[config.mk]
export PLATFORM = sky130hd
export DESIGN_NAME = neuron_timestep_scheduler
export DESIGN_NICKNAME = d
export VERILOG_FILES = /design/src/rtl/neuron_timestep_scheduler.sv
export SDC_FILE = /design/constraint.sdc
export NUM_CORES = 1
export LEC_CHECK = 0
export ABC_CLOCK_PERIOD_IN_PS = 5900
export BUFFER_PORTS_ARGS = -buffer_cell sky130_fd_sc_hd__clkbuf_2
export CORE_ASPECT_RATIO = 2
export CORE_MARGIN = 2
export CORE_UTILIZATION = 35
export CTS_BUF_LIST = sky130_fd_sc_hd__clkbuf_16
export CTS_CLUSTER_DIAMETER = 30
export DETAILED_ROUTE_END_ITERATION = 16
export PLACE_DENSITY = 0.56
export REMOVE_ABC_BUFFERS = 1
export SKIP_LAST_GASP = 1
export SLEW_MARGIN = 20
export SYNTH_ARGS = -nofsm -noshare
export SYNTH_HDL_FRONTEND = slang
export SYNTH_SLANG_ARGS = --single-unit
[constraint.sdc]
create_clock -name wb_clk_i -period 5.9 [get_ports wb_clk_i]
set_input_delay 0.295 -clock wb_clk_i [delete_from_list [all_inputs] [get_ports wb_clk_i]]
set_output_delay 0.295 -clock wb_clk_i [all_outputs]
set_load 0.05 [all_outputs]
[src/rtl/neuron_timestep_scheduler.sv]
// Timestep sequencer for the SNN core: integrates, leaks, thresholds and fires every neuron in turn.
// Optional NEURON_SCHED_SAT_EN clamps the reduced potential to [-128,127] instead of wrapping.
module neuron_timestep_scheduler #(
  parameter int NUM_NEURONS = 256,
  parameter int NUM_AXONS   = 256,
  parameter int NEURON_W    = 8,
  parameter int AXON_W      = 8,
  parameter int ACC_W       = 16
) (
  input  logic                       wb_clk_i,
  input  logic                       wb_rst_n_i,
  input  logic                       start_i,
  input  logic [NUM_AXONS-1:0]       axon_spike_i,
  output logic                       busy_o,
  output logic                       done_o,
  output logic [NEURON_W-1:0]        neuron_sel_o,
  input  logic [7:0]                 voltage_i,
  input  logic [7:0]                 leak_i,
  input  logic [7:0]                 pos_threshold_i,
  input  logic [7:0]                 neg_threshold_i,
  input  logic [7:0]                 pos_reset_i,
  input  logic [7:0]                 neg_reset_i,
  input  logic [7:0]                 weight1_i,
  input  logic [7:0]                 weight2_i,
  input  logic [7:0]                 weight3_i,
  input  logic [7:0]                 weight4_i,
  output logic                       syn_rd_o,
  output logic [NEURON_W+AXON_W-1:0] syn_addr_o,
  input  logic [2:0]                 syn_data_i,
  output logic                       vp_wr_en_o,
  output logic [7:0]                 vp_wr_data_o,
  output logic                       spike_valid_o,
  output logic [NEURON_W-1:0]        spike_id_o,
  input  logic                       spike_ready_i,
  output logic [2:0]                 state_o
);

  typedef enum logic [2:0] {
    IDLE  = 3'd0,
    LOAD  = 3'd1,
    INTEG = 3'd2,
    LEAK  = 3'd3,
    FIRE  = 3'd4,
    EMIT  = 3'd5,
    DONE  = 3'd6
  } state_t;

  localparam int CW = AXON_W + 1;
  localparam logic [CW-1:0]             LAST_K = CW'(NUM_AXONS);
  localparam logic [NEURON_W-1:0]       LAST_N = NEURON_W'(NUM_NEURONS - 1);
  localparam logic signed [ACC_W-1:0]   MAX8   = ACC_W'(127);
  localparam logic signed [ACC_W-1:0]   MIN8   = ACC_W'(-128);

  state_t                    state_q, state_d;
  logic [NEURON_W-1:0]       neuron_q;
  logic [CW-1:0]             cnt_q;
  logic signed [ACC_W-1:0]   acc_q;
  logic [NUM_AXONS-1:0]      spike_q;

  logic [7:0]                w_sel;
  logic [AXON_W-1:0]         axon_idx;
  logic                      add_en;
  logic signed [ACC_W-1:0]   volt_ext, leak_ext, w_ext;
  logic signed [7:0]         r;
  logic                      fire_pos, fire_neg;
  logic [7:0]                new_v;
  logic                      last_n;

  // Synapse data for axon k returns one cycle after its read, so cycle k+1 adds axon k.
  always_comb begin
    w_sel = weight1_i;
    case (syn_data_i[1:0])
      2'd0:    w_sel = weight1_i;
      2'd1:    w_sel = weight2_i;
      2'd2:    w_sel = weight3_i;
      default: w_sel = weight4_i;
    endcase
  end

  assign axon_idx = cnt_q[AXON_W-1:0] - 1'b1;
  assign add_en   = (state_q == INTEG) && (cnt_q != '0) && syn_data_i[2] && spike_q[axon_idx];
  assign volt_ext = {{(ACC_W-8){voltage_i[7]}}, voltage_i};
  assign leak_ext = {{(ACC_W-8){leak_i[7]}}, leak_i};
  assign w_ext    = {{(ACC_W-8){w_sel[7]}}, w_sel};
  assign last_n   = (neuron_q == LAST_N);

  always_comb begin
    r = acc_q[7:0];
`ifdef NEURON_SCHED_SAT_EN
    if (acc_q > MAX8)      r = 8'h7f;
    else if (acc_q < MIN8) r = 8'h80;
`endif
  end

  assign fire_pos = (r >= $signed(pos_threshold_i));
  assign fire_neg = (r <  $signed(neg_threshold_i));

  always_comb begin
    new_v = r;
    if (fire_pos)      new_v = pos_reset_i;
    else if (fire_neg) new_v = neg_reset_i;
  end

  always_ff @(posedge wb_clk_i or negedge wb_rst_n_i) begin
    if (!wb_rst_n_i) state_q <= IDLE;
    else             state_q <= state_d;
  end

  // Spike handshake: spike_valid_o rises in EMIT and holds, with spike_id_o stable,
  // until the cycle spike_ready_i is high; transfer happens on that edge.
  always_comb begin
    state_d       = state_q;
    busy_o        = (state_q != IDLE);
    done_o        = 1'b0;
    neuron_sel_o  = neuron_q;
    syn_rd_o      = 1'b0;
    syn_addr_o    = '0;
    vp_wr_en_o    = 1'b0;
    vp_wr_data_o  = 8'h00;
    spike_valid_o = 1'b0;
    spike_id_o    = '0;
    state_o       = state_q;
    case (state_q)
      IDLE: if (start_i) state_d = LOAD;
      LOAD: state_d = INTEG;
      INTEG: begin
        if (cnt_q != LAST_K) begin
          syn_rd_o   = 1'b1;
          syn_addr_o = {neuron_q, cnt_q[AXON_W-1:0]};
        end else begin
          state_d = LEAK;
        end
      end
      LEAK: state_d = FIRE;
      FIRE: begin
        vp_wr_en_o   = 1'b1;
        vp_wr_data_o = new_v;
        if (fire_pos)    state_d = EMIT;
        else if (last_n) state_d = DONE;
        else             state_d = INTEG;
      end
      EMIT: begin
        spike_valid_o = 1'b1;
        spike_id_o    = neuron_q;
        if (spike_ready_i) state_d = last_n ? DONE : INTEG;
      end
      DONE: begin
        done_o  = 1'b1;
        state_d = IDLE;
      end
      default: state_d = IDLE;
    endcase
  end

  always_ff @(posedge wb_clk_i or negedge wb_rst_n_i) begin
    if (!wb_rst_n_i) begin
      neuron_q <= '0;
      cnt_q    <= '0;
      acc_q    <= '0;
      spike_q  <= '0;
    end else begin
      case (state_q)
        IDLE: if (start_i) spike_q <= axon_spike_i;
        LOAD: begin
          neuron_q <= '0;
          cnt_q    <= '0;
        end
        INTEG: begin
          if (cnt_q == '0) acc_q <= volt_ext;
          else if (add_en) acc_q <= acc_q + w_ext;
          cnt_q <= (cnt_q == LAST_K) ? '0 : cnt_q + 1'b1;
        end
        LEAK: acc_q <= acc_q + leak_ext;
        FIRE: if (!fire_pos && !last_n) neuron_q <= neuron_q + 1'b1;
        EMIT: if (spike_ready_i && !last_n) neuron_q <= neuron_q + 1'b1;
        DONE: neuron_q <= '0;
        default: ;
      endcase
    end
  end

endmodule

# --- Word level (Yosys, flattened, before mapping) ---
# Cells that the tools add are included.
# W data, S select, Z words.
totals:
  input_bits: 343
  reg_bits: 292
  elab_cells: 78
  output_inout_bits: 48
op_classes:
  add_sub_neg: 5
  magnitude_cmp: 3
  eq_ne: 17
  reduce_logical: 20
  muxes: 28
ops:
  columns: ["operator", "count"]
  rows:
  - ["$mux W16", 4]
  - ["$mux W8", 6]
  - ["$pmux W8 S3", 2]
  - ["$add A16 B8 Y16", 2]
  - ["$pmux W16 S2", 1]
  - ["$pmux W3 S6", 1]
  - ["$pmux W9 S2", 1]
  - ["$mux W3", 5]
  - ["$ne A2 B2 Y1 const B", 5]
  - ["$add A9 B1 Y9 const B", 1]
  - ["$eq A3 B3 Y1 const B", 3]
  - ["$eq A9 B9 Y1 const B", 1]
  - ["$logic_not A9 Y1", 1]
  - ["$lt A8 B9 Y1 const B", 1]
  - ["$mux W9", 1]
  - ["$ne A9 B9 Y1 const B", 1]
  - ["$reduce_bool A9 Y1", 1]
  - ["$add A8 B1 Y8 const B", 1]
  - ["$bmux W1 S8", 1]
  - ["$eq A8 B8 Y1 const B", 1]
  - ["$ge A8 B8 Y1", 1]
  - ["$lt A8 B8 Y1", 1]
  - ["$sub A8 B1 Y8 const B", 1]
  - ["$eq A3 B2 Y1 const B", 2]
  - ["other kinds (14)", 28]

# --- Depth between registers and ports, before layout ---
# Gate-level depths: netlist of run 1.
depth:
  ltp_word: 7
  ltp_mapped: 17
  ltp_nobuf: 12

# --- Worst setup path before layout of run 1 ---
# Ideal clock, no wire load.
synth_path:
  path_kind: "reg-to-reg"
  startpoint: "reg cnt_q[0]"
  endpoint: "reg acc_q[4]"
  synth_period_minus_slack_ns: 4.134
  slack_ns: 1.766
  setup_ns: 0.123
  path_buffers: 4
  required_time_ns: 5.777
  t_arrival_ns: 4.011
  stages_incl_launch_ff: 16
  path_cell_list: "dfrtp_1 > buf_4 > buf_2 > buf_4 > inv_2 > ha_1 > xor2_2 > buf_6 > mux4_1 > a211oi_1 > a2111oi_0 > o41ai_1 > o21ai_1 > a21oi_4 > mux2_4 > o221a_2"
synth_via:
  elab_chain_cells: 6
  word_cells_on_any_way: 12
  cone_classes: "add/sub (1); eq/ne (1); mux (4); reduce/logical (6)"
synth_lines:
  columns: ["item", "line", "rtl"]
  rows:
  - ["start: declaration", "56", "logic [CW-1:0] cnt_q;"]
  - ["start signal: assignment", "171", "cnt_q <= (cnt_q == LAST_K) ? '0 : cnt_q + 1'b1;"]
  - ["$sub A8 B1 Y8 or $reduce_bool A9 Y1 (tied branches)", "80, 81", null]
  - ["$bmux W1 S8 or $logic_and A1 B1 Y1 (tied branches)", "81", "assign add_en = (state_q == INTEG) && (cnt_q != '0) && syn_data_i[2] && spike_q[axon_idx];"]
  - ["$mux W1 (implied by the code) or $logic_and A1 B1 Y1 (tied branches)", "81", null]
  - ["$logic_and A1 B1 Y1", "81", null]
  - ["$ne A3 B2 Y1 (no line)", null, null]
  - ["$reduce_and A2 Y1 (no line)", null, null]
  - ["end signal: assignment", "169", "if (cnt_q == '0) acc_q <= volt_ext;"]
  - ["end signal: assignment", "170", "else if (add_en) acc_q <= acc_q + w_ext;"]
  - ["end signal: assignment", "173", "LEAK: acc_q <= acc_q + leak_ext;"]
  - ["end: declaration", "57", "logic signed [ACC_W-1:0] acc_q;"]
# Several ways; a longest one is shown, not always the timed one. The select of a mux whose other input is x is not followed.
# A chain may end at the register's enable or synchronous reset.

# --- Worst setup path in the final report of run 1 ---
# Ends and elaborated chain as after synthesis.

==> impl_results.md, run 1 <==
* Syn Std Cell Area at 0.01484 mm^2
* DRT iter0 DRCs at 411
* Wire per inst at 20.68 um
* Final hold violations at 0
* Yosys warnings at 0
* Synth Area in Compound Gates at 0.05742
* Seq/Total Area, Yosys at 0.4789
* CP bufs+invs at 2
* Min-delay src: axon_spike_i[234]
* Pwr/cell area at 545.2 mW/mm^2
* Total power at 0.01146 W
* Post-CTS sizing at 0
* Worst Setup Start Kind: register
* Pint at 0.007334 W
* Clock latency on the worst-skew pair at 0.55 ns
* Combinational power share at 0.459
* CP Capture Type: register
* Commonest non-fill, non-tap cell in the layout: clkbuf_2
* Worst Hold End: spike_q[234]
* Via/cell ratio at 5.084
* Status: completed
* FF+latch count, synth at 284
* Die area at 0.04416 mm^2
* Final HPWL DP at 33870 um
* First-pass GRT wire length at 72360 um
* Worst VDD drop at 0.0003615 V
* Post-CTS setup buffers at 0
* Fill count at 3697
* DRC Markers at 0
* Hold-fix buffers at CTS at 215
* CP arrival at 5.14 ns
* Distinct cells, synth at 61
* Post-synth top area share at 0.4789
* RSZ-0062 raised after global routing: no
* CTS clk-pin slew, worst paths at 0.06 ns
* Ys async rst share at 1.000
* Setup-failing EPs final at 0
* Final setup margin at 1.191 ns
* Congestion Overflow GR at 0
* Largest net degree at the start of global routing at 165
* Synthesized area per cell at 13.48 um^2
* NetSw at 0.004127 W
* Routed via count at 11630
* Max Root-Sink Buffers at 3
* Final period util at 0.7982
* Top cell type by total area after synthesis: dfrtp_1
* Net Sw Frac at 0.3601
* Initial Util at 0.3552
* Row count at 106
* Clock share of power at 0.231
* Worst-case reg-to-reg path depth at 12
* Top delay family on crit path: compound AO/OA/AOI/OAI gates
* Pleak at 9.467 nW
* F_max at 212.3 MHz
* Post-Synth XOR/XNOR Area at 0.01400
* Crit path required time at 6.33 ns
* Relative slew margins at 0.3177
* Core area at 0.04178 mm^2
* Ranking of synthesized cells by area: dfrtp_1 (48%), mux2_2 (21%), mux4_2 (9.9%)
* Post-placement setup slack at 1.166 ns
* Post-synth EDFFs at 0
* Worst path cell trace: inv_2 -> ha_1 -> xor2_4 -> buf_4 -> mux4_2 -> a211oi_1 -> a2111oi_0 -> nor4_1 -> o21ai_1 -> a21oi_4 -> mux2_4 -> o221a_2
* Clk_skew at 0.01861 ns
* Post-Synth Simple-Gate Area at 0.05581
* Crit Path Category: reg2reg
* Layout cells sized above 1 at 0.4798
* Most frequent cells in the layout: clkbuf_2 (389), dfrtp_1 (283), mux2_2 (275), dlygate4sd3_1 (218), mux4_2 (65)
* Vias in the first global route at 12830
* Mux contribution to synthesized area at 0.3329
* Gr usage total at 0.2148
* Max FO, Critical Path at 20
* Actual slew at the worst max-slew pin at 1.023 ns
* Hold Crit Class: in2reg
* Minimum clock period at 4.709 ns
* First-pass DRT Iterations at 4
* Largest family of logic cells by synthesized area: multiplexers
* FF-to-FF setup slack at 1.19 ns
* Fin util at 0.5032
* H-tree levels at 2
* Synth Area in Adders at 0.03052
* CTS tree: built
* Synth Flop Type: dfrtp_1
* # nets final at 2078
* DRT Wirelength at 47290 um
* Reg power frac at 0.311
* Fin. max-slew vios at 0
* Delay of the slowest critical-path stage at 0.72 ns
* Die width at 149.6 um
* I/O Buffers at 390
* Gate Count Post-Synth at 1101
* Initial antenna violation count at 11
* # clock sinks at 284
* Synth-to-layout area growth at 41.65%
* Top Ports at 391
* Die Y-Extent at 295.2 um
* Max_cap viols at 0
* Reg2reg start: cnt_q[0]
* Reg2reg end: acc_q[4]
* Worst Hold Depth at 2
* DRT antenna net count at 0
* CTS root buf: clkbuf_16
* Worst path slowest cell: xor2_4
* CTS Buf Count at 44
* Gpl congestion at 0.8130
-- per-stage QoR --
stage	hold WS [ns]	cells	setup TNS, ns	cell area (um^2)
after floorplan	-0.0005911	1033	-486.37	14520
after global placement	0.3092	1976	0	17310
after detailed placement	0.3100	1976	0	17310
after CTS	0.0006684	2273	0	20960
after global routing	0.003620	2286	0	21020
final	0.01591	2287	0	21020
-- worst max-delay path by stage --
| stage | startpoint | endpoint | slack, ns | depth (start not counted) |
|---|---|---|---|---|
| 2_1_floorplan | state_o[0] | spike_q[0] | -1.87 | 3 |
| 3_3_place_gp | cnt_q[0] | acc_q[4] | 1.18 | 12 |
| 3_5_place_dp | cnt_q[0] | acc_q[4] | 1.17 | 12 |
| 4_1_cts | cnt_q[0] | acc_q[4] | 1.14 | 12 |
| 5_1_grt | cnt_q[0] | acc_q[4] | 0.98 | 12 |
| 6_report | cnt_q[0] | acc_q[4] | 1.19 | 12 |
-- per-layer routing --
metal | GRT usage | vias to the layer above | routed length (um)
met5 | 0 | - | 15
met4 | 0.1164 | 2 | 2623
met3 | 0.03133 | 121 | 2097
met2 | 0.4040 | 395 | 25970
met1 | 0.2259 | 5799 | 16590
li1 | - | 5309 | -
-- cells in the mapped netlist (3+ instances only) --
cell type	instances
dfrtp_1	284
mux2_2	275
mux4_2	65
clkbuf_1	52
nand2_1	43
ha_1	33
inv_1	32
nor2_1	28
o21ai_0	26
a21oi_1	25
and2_1	23
mux2i_1	18
o22ai_1	15
xnor2_1	15
a211oi_1	14
a21o_1	12
nand3_1	11
and3_1	10
or3_1	9
nor2b_1	8
buf_4	7
mux4_1	7
nand2b_1	7
o211ai_1	7
nor3_1	6
a2111oi_0	5
o21bai_1	5
xor2_1	5
buf_2	4
nor4_1	4
a311oi_1	3
buf_6	3
o21ai_1	3
or2_2	3
-- sequential cells by signal (all words and copies together), names as in the netlist --
register / cells
spike_q: 256
cnt_q: 9
acc_q: 8
neuron_sel_o: 8
state_o: 3
-- final cells by class --
cell class / count / area, um^2 / share of cell area
Clock buffer: 45 / 1126 / 0.05357
Inverter: 34 / 127.6 / 0.006071
Antenna cell: 11 / 27.53 / 0.001309
Sequential cell: 284 / 7111 / 0.3383
Timing Repair Buffer: 621 / 4267 / 0.2030
Tap cell: 540 / 675.6 / 0.03214
Clock inverter: 37 / 375.4 / 0.01786
Multi-Input combinational cell: 715 / 7312 / 0.3478
-- power groups by stage --
stage	Sequential (W)	Clock (W)	Combinational, W
3_5_place_dp	0.00360	0	0.00518
6_report	0.00356	0.00264	0.00526
3_3_place_gp	0.00357	0	0.00507
5_1_grt	0.00368	0.00278	0.00570
2_1_floorplan	0.00345	0	0.00404
4_1_cts	0.00357	0.00270	0.00532
-- logic make-up after synthesis --
kind of cell               after synthesis
buffers and inverters                  102
muxes                                  366
and+or+nand+nor                        162
xor gates and xnor gates                22
DFF                                    284
adders and majority gates               35
AOI/OAI and AO/OA                      130
No activity file was read; power rests on OpenSTA's default activity.
==> run 2: changes to the inputs <==
--- a/config.mk
+++ b/config.mk
@@ -5,7 +5,7 @@
 export SDC_FILE = /design/constraint.sdc
 export NUM_CORES = 1
 export LEC_CHECK = 0
-export ABC_CLOCK_PERIOD_IN_PS = 5900
+export ABC_CLOCK_PERIOD_IN_PS = 4700
 export BUFFER_PORTS_ARGS = -buffer_cell sky130_fd_sc_hd__clkbuf_2
 export CORE_ASPECT_RATIO = 2
 export CORE_MARGIN = 2
==> constraint.sdc (replaced) <==
create_clock -name wb_clk_i -period 4.7 [get_ports wb_clk_i]
set_input_delay 0.235 -clock wb_clk_i [delete_from_list [all_inputs] [get_ports wb_clk_i]]
set_output_delay 0.235 -clock wb_clk_i [all_outputs]
set_load 0.05 [all_outputs]
==> run 2 against run 1 <==
Compared with the run above:
- register-to-register slack got worse by 0.92 ns
- sequential share of layout area down 0.76 points
- die area stayed put
- first-iteration DRC count up 4.9%
- highest routed layer is now met4
- clock skew is 0.011 ns higher
- worst setup slack got worse by 0.92 ns
- sequential cell count is the same
- combinational power grew 28%
- power is 27% higher
==> impl_results.md, run 2 (synthesized netlist as in run 1, its figures left out) <==
* Status: completed
* DRC Markers at 0
* RSZ-0062 raised after global routing: no
* Top Ports at 391
* Minimum clock period at 4.425 ns
* Worst path slowest cell: nor2_1
* Total Neg Setup Slack at 0 ns
* Via/cell ratio at 5.051
* Worst Setup Start Kind: register
* Delay of the slowest critical-path stage at 0.95 ns
* I/O Buffers at 390
* Pwr/cell area at 678.2 mW/mm^2
* CTS root buf: clkbuf_16
* Max FO, Critical Path at 8
* Final period util at 0.9414
* First-pass GRT wire length at 71570 um
* Hold Crit Class: in2reg
* Actual slew at the worst max-slew pin at 1.243 ns
* CTS clk-pin slew, worst paths at 0.06 ns
* DRT antenna net count at 0
* CP Capture Type: register
* DRT Wirelength at 46680 um
* Layout cells sized above 1 at 0.4705
* CP arrival at 4.82 ns
* Worst-case reg-to-reg path depth at 13
* Vias in the first global route at 12810
* Initial antenna violation count at 14
* CTS tree: built
* Worst Hold Depth at 2
* Core area at 0.04178 mm^2
* CP bufs+invs at 2
* Post-CTS setup buffers at 0
* Max reg flops at 256
* Clock latency on the worst-skew pair at 0.55 ns
* F_max at 226.0 MHz
* Initial Util at 0.3552
* Most flops, register: spike_q
* Largest net degree at the start of global routing at 116
* H-tree levels at 2
* Setup-failing EPs final at 0
* Synth-to-layout area growth at 44.89%
* Clk_skew at 0.02917 ns
* Most frequent cells in the layout: clkbuf_2 (389), dfrtp_1 (283), mux2_2 (275), dlygate4sd3_1 (256), mux4_2 (65)
* Commonest non-fill, non-tap cell in the layout: clkbuf_2
* Worst path cell trace: inv_1 -> ha_1 -> nand2b_1 -> a21oi_1 -> nor2_1 -> o22ai_1 -> a2111oi_0 -> nor4_1 -> o21ai_1 -> a21oi_4 -> buf_4 -> o31ai_1 -> a2bb2oi_1
* Biggest regs: spike_q: 256 flops, cnt_q: 9 flops
* Worst path depth at 13
* Gr usage total at 0.2108
* Final HPWL DP at 33220 um
* CTS Buf Count at 45
* Crit path required time at 5.10 ns
* Routed via count at 11780
* First-pass DRT Iterations at 4
* Die Y-Extent at 295.2 um
* Met2 usage at 0.4014
* # clock sinks at 284
* Met1 GRT Util at 0.2211
* GR Util met3 at 0.03287
* Worst hold slack at 0.006496 ns
* Crit Path Category: reg2reg
* Top delay family on crit path: compound AO/OA/AOI/OAI gates
* Grt peak-use layer: met2
* DRT iter0 DRCs at 431
* Worst VDD drop at 0.0004071 V
* Congestion Overflow GR at 0
* Fin. max-slew vios at 0
* Gpl congestion at 0.8152
* Final hold violations at 0
* Wire per inst at 20.02 um
* Max_cap viols at 0
* Relative slew margins at 0.1680
* # nets final at 2121
* Die area at 0.04416 mm^2
* Row count at 106
* Max Root-Sink Buffers at 3
* Pleak at 9.636 nW
* Die width at 149.6 um
-- run 2: final cells by class --
type	instances	area [um^2]
sequential	284	7111
fill	3651	20270
inverter	34	127.6
multi-input combinational	715	7310
clock buffer	45	1126
tap	540	675.6
antenna	15	37.54
clock inverter	36	401.6
timing repair buffer	663	4715
-- run 2: per-stage QoR --
| stage | utilization | instances | area [um^2] | power [W] | setup slack [ns] |
|---|---|---|---|---|---|
| 6_report | 0.5147 | 2332 | 21500 | 0.01458 | 0.2754 |
| 5_1_grt | 0.5146 | 2331 | 21500 | 0.01550 | 0.07862 |
| 4_1_cts | 0.5138 | 2317 | 21470 | 0.01475 | 0.2600 |
| 3_5_place_dp | 0.4159 | 1980 | 17380 | 0.01111 | 0.3162 |
| 3_3_place_gp | 0.4159 | 1980 | 17380 | 0.01093 | 0.4166 |
| 2_1_floorplan | - | 1033 | 14520 | 0.009393 | -3.075 |
-- run 2: final timing paths --
kind                                   start           end  slack [ns]
min in group asynchronous         wb_rst_n_i  spike_q[134]        0.36
setup / recovery                    cnt_q[1]      acc_q[1]        0.28
setup reg to reg                    cnt_q[1]      acc_q[1]        0.28
max in group asynchronous         wb_rst_n_i      cnt_q[0]        3.16
hold / removal             axon_spike_i[187]  spike_q[187]       0.006
hold reg to reg                  spike_q[14]   spike_q[14]        0.49
-- run 2: where the power goes --
| part | switching (W) | total [W] | internal, W |
|---|---|---|---|
| Clock | 0.00128 | 0.00339 | 0.00211 |
| Sequential | 0.000786 | 0.00446 | 0.00367 |
| Combinational | 0.00314 | 0.00674 | 0.00359 |
-- run 2: routing by layer --
| metal | vias to the layer above | share of wire |
|---|---|---|
| li1 | 5409 | - |
| met1 | 5825 | 0.35 |
| met2 | 427 | 0.55 |
| met3 | 117 | 0.047 |
| met4 | 0 | 0.050 |
| met5 | - | 0 |
-- run 2: timing repair --
item / in CTS / in global routing
hold buffers: 256 / 0
hold endpoints to repair: 367 / 0
gates resized for setup: 0 / 0
